<file path="config.mk">
export PLATFORM = sky130hd
export DESIGN_NAME = rom_access_arbiter
export DESIGN_NICKNAME = d
export VERILOG_FILES = /design/src/rtl/rom_access_arbiter.sv
export SDC_FILE = /design/constraint.sdc
export NUM_CORES = 1
export LEC_CHECK = 0
export CORE_AREA = 2 2 73 75
export CTS_CLUSTER_SIZE = 40
export DETAILED_ROUTE_END_ITERATION = 8
export DIE_AREA = 0 0 75 77
export GPL_TIMING_DRIVEN = 0
export PLACE_DENSITY = 0.75
export SLEW_MARGIN = 20
export SYNTH_ARGS = -nofsm -noshare
export SYNTH_HDL_FRONTEND = slang
export SYNTH_SLANG_ARGS = --single-unit
</file>
<file path="constraint.sdc">
create_clock -name clk -period 1.1 [get_ports clk]
set_input_delay 0.275 -clock clk [delete_from_list [all_inputs] [get_ports clk]]
set_output_delay 0.275 -clock clk [all_outputs]
set_load 0.05 [all_outputs]
</file>
<file path="src/rtl/rom_access_arbiter.sv">
// rom_access_arbiter: shares one synchronous image ROM between the background drawer
// (port 0) and the sprite drawer (port 1). One read accepted per clock; each returned
// pixel is steered back to the port that issued it via a valid/tag shift register.
// Build macro ROM_ARB_RR_EN: when defined, contention is resolved by strict round-robin;
// when undefined, port 0 has fixed priority and port 1 is protected by an aging counter.

module rom_access_arbiter #(
   parameter int unsigned ADDR_W   = 12,
   parameter int unsigned DATA_W   = 12,
   parameter int unsigned ROM_LAT  = 1,
   parameter int unsigned MAX_WAIT = 4
) (
   input  logic              clk,
   input  logic              rst,
   input  logic              req0,
   input  logic [ADDR_W-1:0] addr0,
   output logic              gnt0,
   output logic [DATA_W-1:0] rdata0,
   output logic              rvalid0,
   input  logic              req1,
   input  logic [ADDR_W-1:0] addr1,
   output logic              gnt1,
   output logic [DATA_W-1:0] rdata1,
   output logic              rvalid1,
   output logic [ADDR_W-1:0] rom_addr,
   input  logic [DATA_W-1:0] rom_data
);

   typedef enum logic [1:0] {StIdle = 2'd0, StServe0 = 2'd1, StServe1 = 2'd2} state_e;

   state_e            state_q, state_d;
   logic              win0, win1;
   logic [ADDR_W-1:0] rom_addr_q, rom_addr_d;
   // Stage k holds the read accepted k+1 edges ago; stage ROM_LAT lines up with rom_data.
   logic [ROM_LAT:0]  vld_q, vld_d, tag_q, tag_d;
   logic              ret0, ret1;
   logic [DATA_W-1:0] rdata0_q, rdata1_q;
   logic              rvalid0_q, rvalid1_q;

`ifdef ROM_ARB_RR_EN
   logic last1_q, last1_d;

   // Round-robin pick: on contention the port that did not win most recently goes first.
   always_comb begin
      win0    = req0 & (~req1 | last1_q);
      win1    = req1 & (~req0 | ~last1_q);
      last1_d = last1_q;
      if (win0) begin
         last1_d = 1'b0;
      end else if (win1) begin
         last1_d = 1'b1;
      end
   end

   // Last-winner bit starts on port 1 so port 0 takes the first contention.
   always_ff @(posedge clk) begin
      if (!rst) begin
         last1_q <= 1'b1;
      end else begin
         last1_q <= last1_d;
      end
   end
`else
   logic [3:0] wait1_q, wait1_d;
   logic       aged;

   // Fixed priority to port 0 unless port 1 has been refused MAX_WAIT times in a row.
   always_comb begin
      aged    = (wait1_q >= 4'(MAX_WAIT));
      win1    = req1 & (~req0 | aged);
      win0    = req0 & ~win1;
      wait1_d = wait1_q;
      if (!req1 || win1) begin
         wait1_d = '0;
      end else if (wait1_q != 4'hf) begin
         wait1_d = wait1_q + 4'd1;
      end
   end

   // Aging counter register for port 1.
   always_ff @(posedge clk) begin
      if (!rst) begin
         wait1_q <= '0;
      end else begin
         wait1_q <= wait1_d;
      end
   end
`endif

   // Next state, ROM address and tag pipeline push for the accepted port.
   always_comb begin
      state_d    = StIdle;
      rom_addr_d = rom_addr_q;
      if (win0) begin
         state_d    = StServe0;
         rom_addr_d = addr0;
      end else if (win1) begin
         state_d    = StServe1;
         rom_addr_d = addr1;
      end
      vld_d = {vld_q[ROM_LAT-1:0], win0 | win1};
      tag_d = {tag_q[ROM_LAT-1:0], win1};
      ret0  = vld_q[ROM_LAT] & ~tag_q[ROM_LAT];
      ret1  = vld_q[ROM_LAT] & tag_q[ROM_LAT];
   end

   // State, address, pipeline and return registers; reset drops every in-flight read.
   always_ff @(posedge clk) begin
      if (!rst) begin
         state_q    <= StIdle;
         rom_addr_q <= '0;
         vld_q      <= '0;
         tag_q      <= '0;
         rvalid0_q  <= 1'b0;
         rvalid1_q  <= 1'b0;
         rdata0_q   <= '0;
         rdata1_q   <= '0;
      end else begin
         state_q    <= state_d;
         rom_addr_q <= rom_addr_d;
         vld_q      <= vld_d;
         tag_q      <= tag_d;
         rvalid0_q  <= ret0;
         rvalid1_q  <= ret1;
         if (ret0) begin
            rdata0_q <= rom_data;
         end
         if (ret1) begin
            rdata1_q <= rom_data;
         end
      end
   end

   assign gnt0     = (state_q == StServe0);
   assign gnt1     = (state_q == StServe1);
   assign rom_addr = rom_addr_q;
   assign rdata0   = rdata0_q;
   assign rdata1   = rdata1_q;
   assign rvalid0  = rvalid0_q;
   assign rvalid1  = rvalid1_q;

endmodule

</file>
==> results of run 1 <==
what timing repair did:
action                     in CTS  in global routing
pin swaps                       1                  1
setup endpoints to repair      78                 56
setup buffers                   2                  2
cloned                          0                  1
resized for setup             310                 50
placed cells by master, fill, tap and decap left out:
cell | synthesis | routed
a21oi_1 | 28 | 24
a21oi_2 | 8 | 12
and2_1 | 3 | 3
and3_1 | 1 | 1
buf_12 | 1 | 2
buf_2 | 6 | 2
buf_4 | 1 | 5
buf_6 | 2 | 35
buf_8 | 0 | 9
clkbuf_1 | 3 | 2
clkbuf_16 | 0 | 1
clkbuf_2 | 0 | 2
clkbuf_4 | 0 | 1
clkbuf_8 | 0 | 6
clkdlybuf4s50_1 | 0 | 36
conb_1 | 1 | 1
dfxtp_1 | 48 | 5
dfxtp_2 | 0 | 43
dlygate4sd2_1 | 0 | 2
ha_1 | 1 | 1
inv_1 | 3 | 3
mux2i_1 | 12 | 12
nand2_1 | 49 | 48
nand2_2 | 0 | 1
nand2b_1 | 11 | 10
nand2b_2 | 0 | 1
nand2b_4 | 1 | 1
nand4_1 | 1 | 1
nor2_1 | 10 | 8
nor2_4 | 0 | 2
nor2b_4 | 0 | 3
nor3b_4 | 1 | 1
o21ai_0 | 6 | 6
o21ai_1 | 6 | 6
or2b_1 | 2 | 2
sequential cells by signal, summed over array words and instances, names as in the netlist:
signal / count
state_q: 2
tag_q: 2
wait1_q: 4
rvalid1: 1
rvalid0: 1
rom_addr: 12
rdata1: 12
vld_q: 2
rdata0: 12
worst min path at each step:
stage / endpoint
2_1_floorplan: wait1_q[0]
5_1_grt: rom_addr[0]
3_3_place_gp: wait1_q[0]
6_report: rom_addr[2]
3_5_place_dp: wait1_q[0]
4_1_cts: rom_addr[11]
layer usage:
layer	wire (um)	part of all wire	global-route usage	vias to the layer above
met1	1930	0.43	0.193	759
li1	-	-	-	852
met2	2060	0.46	0.253	78
met3	472	0.10	0.0670	6
met4	53	0.012	0.0482	0
met5	0	0	0	-
worst register-to-register path, stage by stage, from the launching register on:
cell	delay, ns
dfxtp_2	0.34
nor3b_4	0.25
nand2b_4	0.23
clkbuf_16	0.17
a21oi_2	0.04
kinds of logic after synthesis:
family | after synthesis
simple gates | 82
compound gates | 48
flops | 48
buf+inv | 16
mux | 12
fa+ha+maj | 1
other cells | 1
final cells by class:
cell class | count | area, um^2 | share of cell area
Timing Repair Buffer | 83 | 926 | 0.299
Buffer | 12 | 111 | 0.0360
Multi-Input combinational cell | 144 | 852 | 0.275
Inverter | 3 | 11.3 | 0.00364
Tap cell | 70 | 87.6 | 0.0283
Clock buffer | 8 | 90.1 | 0.0291
Sequential cell | 48 | 1010 | 0.328
power groups by stage:
| stage | combinational (mW) | sequential, mW | clock [mW] |
|---|---|---|---|
| floorplan | 0.231 | 2.10 | 0 |
| global placement | 0.758 | 1.89 | 0 |
| detailed placement | 0.764 | 1.89 | 0 |
| CTS | 0.799 | 1.87 | 1.10 |
| global route | 0.906 | 1.89 | 1.16 |
| finish | 0.852 | 1.88 | 1.05 |
==> impl_metrics.env, run 1 <==
export IMPL_placed_cell_area_um2=2730
export IMPL_r2r_start="wait1_q[2]"
export IMPL_ys_ff_latch=48
export IMPL_fin_worst_skew_ns=0.00506
export IMPL_synth_cell_area_um2=1860
export IMPL_fin_setup_tns_ns=-0.387
export IMPL_crit_path_max_incr_delay_ns=0.36
export IMPL_route_detailed_drc=0
export IMPL_dp_cells=356
export IMPL_fin_crit_sh=1.12
export IMPL_maxCapViolations=0
export IMPL_fin_ws_ns=-0.134
export IMPL_synthTopCellsByCount="nand2_1 (49), dfxtp_1 (48), a21oi_1 (28)"
export IMPL_cp_end_kind="output pin"
export IMPL_p_total_mw=3.78
export IMPL_fin_nets=338
export IMPL_hp_start="req0"
export IMPL_reg2reg_setup_slack_ns=-0.03
export IMPL_drtPass1Iterations=4
export IMPL_async_flop_share=0
export IMPL_grt_usage=0.159
export IMPL_syn_num_nets=249
export IMPL_hold_class="input pin to flip-flop"
export IMPL_cp_num_buf_inv=1
export IMPL_drive_above_1_share=0.426
export IMPL_ir_drop_mv=0.611
export IMPL_antenna_found_initial=0
export IMPL_worstPathMaxFanout=2
export IMPL_crit_family="flip-flops"
export IMPL_dp_hpwl_um=3170
export IMPL_dpl_worst_slack_ns=-0.570
export IMPL_synth_edf_count=0
export IMPL_hold_viol_final=0
export IMPL_cp_cell_sequence="nor2b_4 -> buf_8"
export IMPL_place_gp_congestion=0.771
export IMPL_n_fill_cell=446
export IMPL_synth_compound_area_frac=0.145
export IMPL_drv_slew=0
export IMPL_core_area_um2=4980
export IMPL_antenna_left=0
export IMPL_grt_pass1_vias=1579
export IMPL_syn_to_final_growth_pct=66.5
export IMPL_swShare=0.274
export IMPL_yosys_warnings=0
export IMPL_whs_ns=0.339
export IMPL_r2r_end="rom_addr[6]"
export IMPL_fp_row_count=26
export IMPL_p_seq_frac=0.498
export IMPL_p_sw_mw=1.04
export IMPL_clk_pin_slew_ns=0.08
export IMPL_grt_max_degree=14
export IMPL_diodes=0
export IMPL_clock_path_buffers=2
export IMPL_cts_buffers=5
export IMPL_synth_xor_area_frac=0
export IMPL_path_class="flip-flop to output pin"
export IMPL_io_buffers=78
export IMPL_instances_no_fill=368
export IMPL_postLayoutCellArea_um2=3090
export IMPL_p_leak_nw=1.24
export IMPL_cellPowerDensity_nw_per_um2=1220
export IMPL_rsz0062_at_grt="true"
export IMPL_synth_cell_types=24
export IMPL_clkPwrFrac=0.277
export IMPL_final_util=0.621
export IMPL_root_buffer="clkbuf_8"
export IMPL_cts_tree="built"
export IMPL_synth_area_top_cells="dfxtp_1 (52%), nand2_1 (9.9%), a21oi_1 (7.5%)"
export IMPL_die_w_um=75
export IMPL_clock_fmax_mhz=810
export IMPL_min_delay_path_depth=3
export IMPL_cp_required_ns=0.82
export IMPL_viasPerCell=4.61
export IMPL_pin_count=80
export IMPL_rr_worst_depth=4
export IMPL_startpoint="state_q[0]"
export IMPL_start_kind="flip-flop"
export IMPL_crit_arrival_ns=0.96
export IMPL_yosysSeqAreaShare=0.517
export IMPL_grt_overflow_total=0
export IMPL_first_iter_violations=63
export IMPL_die_h_um=77
export IMPL_clk_latency_ns=0.29
export IMPL_synth_simple_gate_area_frac=0.209
export IMPL_start_util=0.373
export IMPL_period_needed_ns=1.23
export IMPL_clock_sinks=48
export IMPL_cts_hold_buf=0
export IMPL_synth_top_cell_by_area="dfxtp_1"
export IMPL_finalSetupViolations=8
export IMPL_fp_dieArea_um2=5780
export IMPL_synth_ff_type="dfxtp_1"
export IMPL_htreeDepth=2
export IMPL_violations="setup timing"
export IMPL_syn_inst=208
export IMPL_grt_pass1_wl_um=7150
export IMPL_yosysMostFrequentCell="nand2_1"
export IMPL_crit_end="gnt0"
export IMPL_wl_per_cell_um=12.3
export IMPL_synth_top_area_share=0.517
export IMPL_critPathSlowestCell="dfxtp_2"
export IMPL_syn_area_per_cell_um2=8.93
export IMPL_status="finished, violations left"
export IMPL_synth_top_family_by_area="simple AND/OR/NAND/NOR gates"
export IMPL_wl_um=4510
export IMPL_vias=1695
export IMPL_p_int_mw=2.75
export IMPL_combPwrFrac=0.225
export IMPL_synth_fa_ha_area_frac=0.00673
export IMPL_cp_depth=2
export IMPL_synth_mux_area_frac=0.0646
Note: power is estimated with default switching activity, not from simulation.
==> run 2: changes to the inputs <==
CORE_AREA = 2 2 77 72   (was 2 2 73 75)
DIE_AREA = 0 0 79 74   (was 0 0 75 77)
PLACE_DENSITY = 0.74   (was 0.75)
==> run 2 against run 1 <==
The flow still finishes with violations (setup timing). Cell count rose by 0.82%. Combinational power grew 2%. Critical path depth stayed put. Setup slack gained 0.022 ns. Final area rose by 2.0%. Flip-flop and latch count unchanged. Core utilization up 0.11 points. Clock skew is essentially flat. Critical path type unchanged.
==> impl_metrics.env, run 2 (synthesis gave the netlist of run 1 again) <==
export IMPL_status="finished, violations left"
export IMPL_violations="setup timing"
export IMPL_cp_end_kind="output pin"
export IMPL_fin_setup_tns_ns=-0.520
export IMPL_grt_overflow_total=0
export IMPL_maxCapViolations=0
export IMPL_clock_sinks=48
export IMPL_wl_um=4720
export IMPL_grt_pass1_vias=1669
export IMPL_clk_latency_ns=0.29
export IMPL_crit_arrival_ns=0.94
export IMPL_viasPerCell=4.63
export IMPL_dp_hpwl_um=3190
export IMPL_final_common_cell="nand2_1"
export IMPL_clk_pin_slew_ns=0.08
export IMPL_clock_fmax_mhz=825
export IMPL_p_leak_nw=1.29
export IMPL_drive_above_1_share=0.444
export IMPL_start_util=0.367
export IMPL_htreeDepth=2
export IMPL_drv_slew=0
export IMPL_drtPass1Iterations=4
export IMPL_cellPowerDensity_nw_per_um2=1210
export IMPL_crit_path_max_incr_delay_ns=0.34
export IMPL_grt_pass1_wl_um=7460
export IMPL_whs_ns=0.299
export IMPL_critPathSlowestCell="dfxtp_2"
export IMPL_fp_row_count=25
export IMPL_fin_crit_sh=1.10
export IMPL_path_class="flip-flop to output pin"
export IMPL_instances_no_fill=371
export IMPL_die_h_um=74
export IMPL_antenna_left=0
export IMPL_cts_tree="built"
export IMPL_cts_buffers=5
export IMPL_dp_cells=353
export IMPL_cp_cell_sequence="nor2b_2 -> buf_6"
export IMPL_place_gp_congestion=0.763
export IMPL_grt_max_degree=15
export IMPL_syn_to_final_growth_pct=69.8
export IMPL_root_buffer="clkbuf_8"
export IMPL_fin_worst_skew_ns=0.00525
export IMPL_antenna_found_initial=0
export IMPL_grt_usage=0.163
export IMPL_pin_count=80
export IMPL_hold_viol_final=0
export IMPL_fp_dieArea_um2=5850
export IMPL_finalSetupViolations=10
export IMPL_core_area_um2=5070
export IMPL_fin_ws_ns=-0.112
export IMPL_die_w_um=79
export IMPL_ir_drop_mv=0.656
export IMPL_cp_required_ns=0.82
export IMPL_route_detailed_drc=0
export IMPL_rsz0062_at_grt="true"
export IMPL_worstPathMaxFanout=2
export IMPL_reg2reg_setup_slack_ns=-0.06
export IMPL_wl_per_cell_um=12.7
export IMPL_start_kind="flip-flop"
export IMPL_io_buffers=78
export IMPL_vias=1719
export IMPL_first_iter_violations=31
export IMPL_fin_nets=344
export IMPL_layout_common_cells="nand2_1 (48), dfxtp_2 (42), buf_6 (39)"
export IMPL_clock_path_buffers=2
export IMPL_diodes=0
export IMPL_period_needed_ns=1.21
export IMPL_hold_class="input pin to flip-flop"
-- run 2: per-stage QoR --
step	total power [mW]	area, um^2	setup WS [ns]	utilization
finish	3.81	3150	-0.112	0.622
global route	3.98	3150	-0.171	0.622
CTS	3.80	3000	-0.123	0.592
detailed placement	2.65	2720	-0.590	0.537
global placement	2.64	2720	-0.592	0.537
floorplan	2.33	1860	-0.194	-
-- run 2: timing repair --
action                                  CTS  global route
setup buffers                             6             4
cloned                                    1             1
endpoints found under the setup margin   79            66
hold buffers                              0             0
pin swaps                                 1             4
resized for setup                       312            58
-- run 2: worst max-delay path: cells and delay by family (launching register included) --
kind / cells / cell delay, ns
buffers and inverters: 1 / 0.16
and+or+nand+nor: 1 / 0.14
DFF: 1 / 0.34
-- run 2: layout make-up --
| cell class | count | area, um^2 |
|---|---|---|
| clock inverters | 2 | 10.0 |
| repair buffers | 89 | 992 |
| well taps | 67 | 83.8 |
| clock buffers | 6 | 82.6 |
| multi-input cells | 144 | 847 |
| inverters | 3 | 11.3 |
| fillers | 454 | 1910 |
| flip-flops and latches | 48 | 1010 |
| plain buffers | 12 | 114 |
-- run 2: where the power goes --
group	switching, mW	internal, mW	total, mW
clock network	0.565	0.502	1.07
registers	0.0562	1.83	1.88
logic	0.448	0.417	0.865
total	1.07	2.75	3.81
-- run 2: worst paths after layout --
path / from / end / cells after the start
max reg2reg: wait1_q[2] / rom_addr[5] / 5
max: state_q[0] / gnt0 / 2
min: rst / rom_addr[10] / 3
min reg2reg: wait1_q[0] / wait1_q[0] / 1
-- run 2: routing by layer --
metal	wire length, um	global-route usage	vias to the layer above
met5	0	0	-
met4	54	0.0517	0
met3	393	0.0498	5
met2	2230	0.276	74
met1	2040	0.200	774
li1	-	-	866
